--- config.mk ---
export PLATFORM = sky130hd
export DESIGN_NAME = bcd_digit_chain_flat
export DESIGN_NICKNAME = d
export VERILOG_FILES = /design/src/rtl/bcd_digit_chain_if.sv /design/src/rtl/bcd_digit_chain.sv /design/src/flat_wrapper.sv
export SDC_FILE = /design/constraint.sdc
export NUM_CORES = 1
export LEC_CHECK = 0
export BUFFER_PORTS_ARGS = -buffer_cell sky130_fd_sc_hd__buf_4
export CORE_MARGIN = 3
export CORE_UTILIZATION = 26
export DETAILED_ROUTE_END_ITERATION = 8
export MAX_ROUTING_LAYER = met4
export SLEW_MARGIN = 20
export SYNTH_ARGS = -nofsm -noshare
export SYNTH_HDL_FRONTEND = slang
export SYNTH_SLANG_ARGS = --single-unit
export TNS_END_PERCENT = 10
--- constraint.sdc ---
create_clock -name clk -period 2.1 [get_ports clk]
set_clock_uncertainty 0.2 [all_clocks]
set_input_delay 0.315 -clock clk [delete_from_list [all_inputs] [get_ports clk]]
set_output_delay 0.315 -clock clk [all_outputs]
set_load 0.05 [all_outputs]
--- src/rtl/bcd_digit_chain_if.sv ---
// Handshake bundle for the cascaded BCD counter: control pulses and load value
// in, digit value and status pulses out.
interface bcd_digit_chain_if #(
   parameter int DIGITS = 4
);
   logic                  start;
   logic                  stop;
   logic                  clear;
   logic                  load;
   logic [4*DIGITS-1:0]   load_val;
   logic [4*DIGITS-1:0]   digits;
   logic                  tick;
   logic                  carry_out;
   logic                  running;
   logic                  ovf;

   modport master (
      output start, stop, clear, load, load_val,
      input  digits, tick, carry_out, running, ovf
   );

   modport slave (
      input  start, stop, clear, load, load_val,
      output digits, tick, carry_out, running, ovf
   );
endinterface

--- src/rtl/bcd_digit_chain.sv ---
// Cascaded BCD up-counter: a prescaler produces count ticks, a ripple-enable
// carry chain advances DIGITS decimal digits, and a run/stop FSM gates it all.
// carry_out feeds the next counter block in a longer chain.
//
//   state       | meaning
//   ------------+------------------------------------------------------------
//   ST_STOPPED  | prescaler and digits frozen; start moves to ST_RUNNING
//   ST_RUNNING  | prescaler counts, digits advance on each tick
//   ST_OVF      | WRAP=0 only: digits held at all-9, left only by clear/load
module bcd_digit_chain #(
   parameter int DIGITS   = 4,
   parameter int TICK_DIV = 100000,
   parameter int WRAP     = 1
) (
   input  logic              clk,
   input  logic              rst_n,
   bcd_digit_chain_if.slave  bus
);

   localparam int            PW        = (TICK_DIV > 1) ? $clog2(TICK_DIV) : 1;
   localparam logic [PW-1:0] PRESC_TC  = PW'(TICK_DIV - 1);
   localparam bit            SATURATE  = (WRAP == 0);

   typedef enum logic [1:0] {
      ST_STOPPED = 2'd0,
      ST_RUNNING = 2'd1,
      ST_OVF     = 2'd2
   } state_t;

   state_t                state;
   logic                  running_q;
   logic                  ovf_q;
   logic [PW-1:0]         presc;
   logic [4*DIGITS-1:0]   dig_q;
   logic [4*DIGITS-1:0]   dig_next;
   logic [4*DIGITS-1:0]   load_sat;
   logic [DIGITS:0]       c;
   logic                  count_en;
   logic                  tick_w;
   logic                  top_ovf;

   // Higher-priority controls (clear, load, stop) suppress counting this
   // cycle, so a tick is only reported when the prescaler really advances.
   assign count_en = (state == ST_RUNNING) & ~bus.clear & ~bus.load & ~bus.stop;
   assign tick_w   = count_en & (presc == PRESC_TC);
   assign top_ovf  = c[DIGITS];

   // Ripple-enable carry chain, increment values and load clamping.
   always_comb begin
      c        = '0;
      dig_next = dig_q;
      load_sat = '0;
      c[0]     = tick_w;
      for (int i = 0; i < DIGITS; i++) begin
         c[i+1] = c[i] & (dig_q[4*i +: 4] == 4'd9);
         if (c[i]) begin
            dig_next[4*i +: 4] = (dig_q[4*i +: 4] == 4'd9) ? 4'd0
                                 : dig_q[4*i +: 4] + 4'd1;
         end
         load_sat[4*i +: 4] = (bus.load_val[4*i +: 4] > 4'd9) ? 4'd9
                              : bus.load_val[4*i +: 4];
      end
   end

   // Prescaler: counts 0..TICK_DIV-1 in RUNNING only, frozen otherwise so a
   // stop/start pair loses no cycle of the current interval.
   always_ff @(posedge clk or negedge rst_n) begin
      if (!rst_n) begin
         presc <= '0;
      end else if (bus.clear || bus.load) begin
         presc <= '0;
      end else if (count_en) begin
         presc <= (presc == PRESC_TC) ? '0 : presc + PW'(1);
      end
   end

   // Digit register; in saturate mode the overflowing tick leaves all-9 intact.
   always_ff @(posedge clk or negedge rst_n) begin
      if (!rst_n) begin
         dig_q <= '0;
      end else if (bus.clear) begin
         dig_q <= '0;
      end else if (bus.load) begin
         dig_q <= load_sat;
      end else if (tick_w && !(SATURATE && top_ovf)) begin
         dig_q <= dig_next;
      end
   end

   // Run/stop/overflow FSM with registered status outputs.
   always_ff @(posedge clk or negedge rst_n) begin
      if (!rst_n) begin
         state     <= ST_STOPPED;
         running_q <= 1'b0;
         ovf_q     <= 1'b0;
      end else if (bus.clear || bus.load) begin
         state     <= ST_STOPPED;
         running_q <= 1'b0;
         ovf_q     <= 1'b0;
      end else begin
         case (state)
            ST_STOPPED: begin
               if (!bus.stop && bus.start) begin
                  state     <= ST_RUNNING;
                  running_q <= 1'b1;
               end
            end
            ST_RUNNING: begin
               if (bus.stop) begin
                  state     <= ST_STOPPED;
                  running_q <= 1'b0;
               end else if (SATURATE && top_ovf) begin
                  state     <= ST_OVF;
                  running_q <= 1'b0;
                  ovf_q     <= 1'b1;
               end
            end
            ST_OVF: begin
               state     <= ST_OVF;
               running_q <= 1'b0;
               ovf_q     <= 1'b1;
            end
            default: begin
               state     <= ST_STOPPED;
               running_q <= 1'b0;
               ovf_q     <= 1'b0;
            end
         endcase
      end
   end

   assign bus.digits    = dig_q;
   assign bus.tick      = tick_w;
   assign bus.carry_out = top_ovf;
   assign bus.running   = running_q;
   assign bus.ovf       = ovf_q;

endmodule
--- src/flat_wrapper.sv ---
// flat-port wrapper written by rule: the top's interface ports become plain ports
module bcd_digit_chain_flat 
#(
   parameter int DIGITS   = 4,
   parameter int TICK_DIV = 100000,
   parameter int WRAP     = 1
)
  (clk, rst_n, bus_start, bus_stop, bus_clear, bus_load, bus_load_val, bus_digits, bus_tick, bus_carry_out, bus_running, bus_ovf);
  bcd_digit_chain_if #(.DIGITS(DIGITS)) bus_i ();
  input  logic clk;
  input  logic rst_n;
  input wire logic [$bits(bus_i.start)-1:0] bus_start;
  input wire logic [$bits(bus_i.stop)-1:0] bus_stop;
  input wire logic [$bits(bus_i.clear)-1:0] bus_clear;
  input wire logic [$bits(bus_i.load)-1:0] bus_load;
  input wire logic [$bits(bus_i.load_val)-1:0] bus_load_val;
  output wire logic [$bits(bus_i.digits)-1:0] bus_digits;
  output wire logic [$bits(bus_i.tick)-1:0] bus_tick;
  output wire logic [$bits(bus_i.carry_out)-1:0] bus_carry_out;
  output wire logic [$bits(bus_i.running)-1:0] bus_running;
  output wire logic [$bits(bus_i.ovf)-1:0] bus_ovf;
  assign bus_i.start = bus_start;
  assign bus_i.stop = bus_stop;
  assign bus_i.clear = bus_clear;
  assign bus_i.load = bus_load;
  assign bus_i.load_val = bus_load_val;
  assign bus_digits = bus_i.digits;
  assign bus_tick = bus_i.tick;
  assign bus_carry_out = bus_i.carry_out;
  assign bus_running = bus_i.running;
  assign bus_ovf = bus_i.ovf;
  bcd_digit_chain #(.DIGITS(DIGITS), .TICK_DIV(TICK_DIV), .WRAP(WRAP)) u_core (.clk(clk), .rst_n(rst_n), .bus(bus_i));
endmodule
==> metrics.yaml <==
clock_tree:
  insertion_delay_ns: 0.29
  ctsRootBufferMaster: "clkbuf_8"
  numCtsBuffers: 5
  clock_sinks: 36
  cts_buffer_depth: 2
  clk_pin_slew_ns: 0.07
  htreeDepth: 2
  tritoncts: "done"
synthesis:
  avgSynthCellArea_um2: 9.17
  netlist.area_leader.share: 0.353
  yosys_warnings: 0
  synth_top_cells_by_area: "dfrtp_1 35%, ha_1 4.4%, nand4_1 3.4%"
  netlist_area_um2: 2550
  synth_cell_type_count: 61
  synth.ff_latch_count: 36
  synth_edf_count: 0
  async_flop_share: 1.00
  syn_inst: 278
  synth.largest_area_cell: "dfrtp_1"
  yosys_most_used_dff: "dfrtp_1"
  synth_nets: 309
  synth-seq-area-share: 0.353
power:
  total_power_mw: 1.66
  leakagePower_nw: 1.46
  peakVddDrop_mv: 0.244
  power.density_nw_per_um2: 475
final_layout:
  nNetsFinal: 391
  finalInstanceArea_um2: 3490
  n_antenna_cell: 0
  layout_commonest_cell: "buf_4"
  mostFrequentLayoutCells: "86 x buf_4, 31 x dfrtp_1, 19 x nand2_1"
  drive_above_1_share: 0.357
  area_delta_synth_final_pct: 36.8
  fin_cells: 490
sta:
  relSlewSlack: 0.680
  finalMaxSlewViolations: 0
  finalSetupViolations: 2
  finalCriticalPeriod_ns: 2.24
  rsz0062_at_grt: "true"
  finalCritPeriodShare: 1.07
  finalSetupTns_ns: -0.258
  tightest_slew_ns: 0.480
  hold_viol_final: 0
  max_freq_mhz: 446
  finalWorstSetupSlack_ns: -0.141
route:
  vias_per_cell: 5.07
  vias: 2486
  drt-total-wl_mm: 7.06
  ant_nets: 0
  drt_iter0_drc: 105
  wl_per_cell_um: 14.4
  dr.pass1.iters: 4
  drc: 0
critical_path:
  slowest_stage: "dfrtp_2"
  startpoint: "u_core.bus.digits[1]"
  crit_chain: "inv_2, ha_4, and3b_1, nand3_1, nor3_2, and3_4, buf_8"
  cp_slowest_stage_delay_ns: 0.41
  worstSetupPathType: "register to primary output"
  timing.rr.end: "u_core.bus.digits[15]"
  crit_path_end: "bus_carry_out"
  crit_required_ns: 1.58
  r2r_slack_ns: 0.02
  crit_buf_inv: 2
  crit-reg2reg-launch: "u_core.presc[13]"
  arrival_ns: 1.73
  crit_path_end_kind: "primary output"
  worstSetupStartpointType: "register"
  path_delay_family: "simple AND/OR/NAND/NOR gates"
  crit_cells: 7
  crit_fanout: 3
  reg2regPathDepth: 6
worst_hold_path:
  worst_hold_path_type: "input port to register"
placed_design:
  routabilityCongestion: 0.846
  dp.cells: 477
  pre_cts_ws_ns: -0.0259
  portBuffers: 41
  placed_area_um2: 3320
  detailed_place_hpwl_mm: 5.38
global_routing:
  grt_max_degree: 37
  grt_usage: 0.134
  grt-ovfl-total: 0
  grt-busiest-layer: "met2"
  grt_pass1_vias: 2474
  use_met2: 0.209
  grtUsageMet1: 0.179
  grt_antenna_before_repair: 0
  grt_pass1_wl_mm: 12.0
  use_met3: 0.0229
run:
  drv_cap: 0
status:
  status: "finished, violations left"
  violations: "setup timing"
floorplanning:
  die_area_um2: 11000
  io_pins: 42
  core_area_um2: 9370
  die_h_um: 105
  die_w_um: 105
  rows: 35
  initial_core_util: 0.272
cell families after synthesis:
| family | after synthesis | share of synthesized area |
|---|---|---|
| DFF | 36 | 0.353 |
| buffers and inverters | 29 | 0.0520 |
| muxes | 10 | 0.0407 |
| AOI/OAI and AO/OA | 69 | 0.197 |
| xor gates and xnor gates | 12 | 0.0412 |
| and+or+nand+nor | 113 | 0.271 |
| adders and majority gates | 9 | 0.0442 |
worst register-to-register path: stages (launching register included):
cell     delay (ns)
dfrtp_1        0.41
nor4b_4        0.31
buf_4          0.16
nand4_2        0.16
buf_6          0.21
o21a_1         0.22
o41ai_2        0.32
where the power goes:
part | switching, mW | total (mW) | leakage, nW | internal (mW)
Clock | 0.253 | 0.486 | 0.0422 | 0.233
Combinational | 0.248 | 0.417 | 0.938 | 0.169
Sequential | 0.0321 | 0.753 | 0.484 | 0.720
Total | 0.533 | 1.66 | 1.46 | 1.12
repair_timing:
item	CTS	global route
endpoints found under the setup margin	4	11
resized for setup	9	5
hold buffers	1	0
pin swaps	8	1
buffers inserted	3	1
endpoints found under the hold margin	36	0
area by class of cell:
| type | count | area, um2 |
|---|---|---|
| fill | 986 | 5880 |
| multi-input combinational | 213 | 1580 |
| sequential | 36 | 907 |
| timing repair buffer | 91 | 713 |
| tap | 129 | 161 |
| clock buffer | 7 | 76.3 |
| inverter | 13 | 48.8 |
| clock inverter | 1 | 5.00 |
flip-flops by register name, indices dropped and copies added (netlist names):
| register | count |
|---|---|
| u_core.bus.ovf | 1 |
| u_core.state | 1 |
| u_core.presc | 17 |
| u_core.bus.running | 1 |
| u_core.bus.digits | 16 |
how the worst min path moves through the flow:
stage	cells after the start	startpoint	end
after global routing	2	bus_stop	u_core.bus.running
after detailed placement	1	rst_n	u_core.bus.running
final	2	bus_stop	u_core.bus.running
after floorplan	0	rst_n	u_core.bus.digits[0]
after CTS	2	bus_stop	u_core.bus.running
after global placement	1	rst_n	u_core.bus.digits[13]
synthesized netlist by cell type, types with 3 or more instances:
cell,number
nor3b_1,3
nand3_1,11
mux2i_1,7
a31oi_1,8
o311ai_0,3
buf_2,7
or3_1,3
and3b_1,5
o211ai_1,9
dfrtp_1,36
xor2_1,4
nor2_1,17
ha_1,9
nand3b_1,4
o2111ai_1,3
nand2_1,19
clkbuf_1,5
nor3_1,7
or4_1,3
inv_1,13
xnor2_1,8
a21oi_1,11
nor4_1,3
o21ai_0,11
and4bb_2,3
nand4_1,14
a211oi_1,5
nand2b_1,5
mux2_2,3
through the flow:
| step | hold WS (ns) | util |
|---|---|---|
| 5_1_grt | 0.0434 | 0.372 |
| 6_report | 0.0443 | 0.372 |
| 4_1_cts | 0.0316 | 0.370 |
| 3_3_place_gp | 0.112 | 0.354 |
| 2_1_floorplan | -0.181 | - |
| 3_5_place_dp | 0.119 | 0.354 |
metal layers:
layer,up-vias,wire [um]
met4,0,97
met1,1197,3350
li1,1230,-
met2,52,3340
met3,7,269
met5,-,0
No activity file was read; power rests on OpenSTA's default activity.
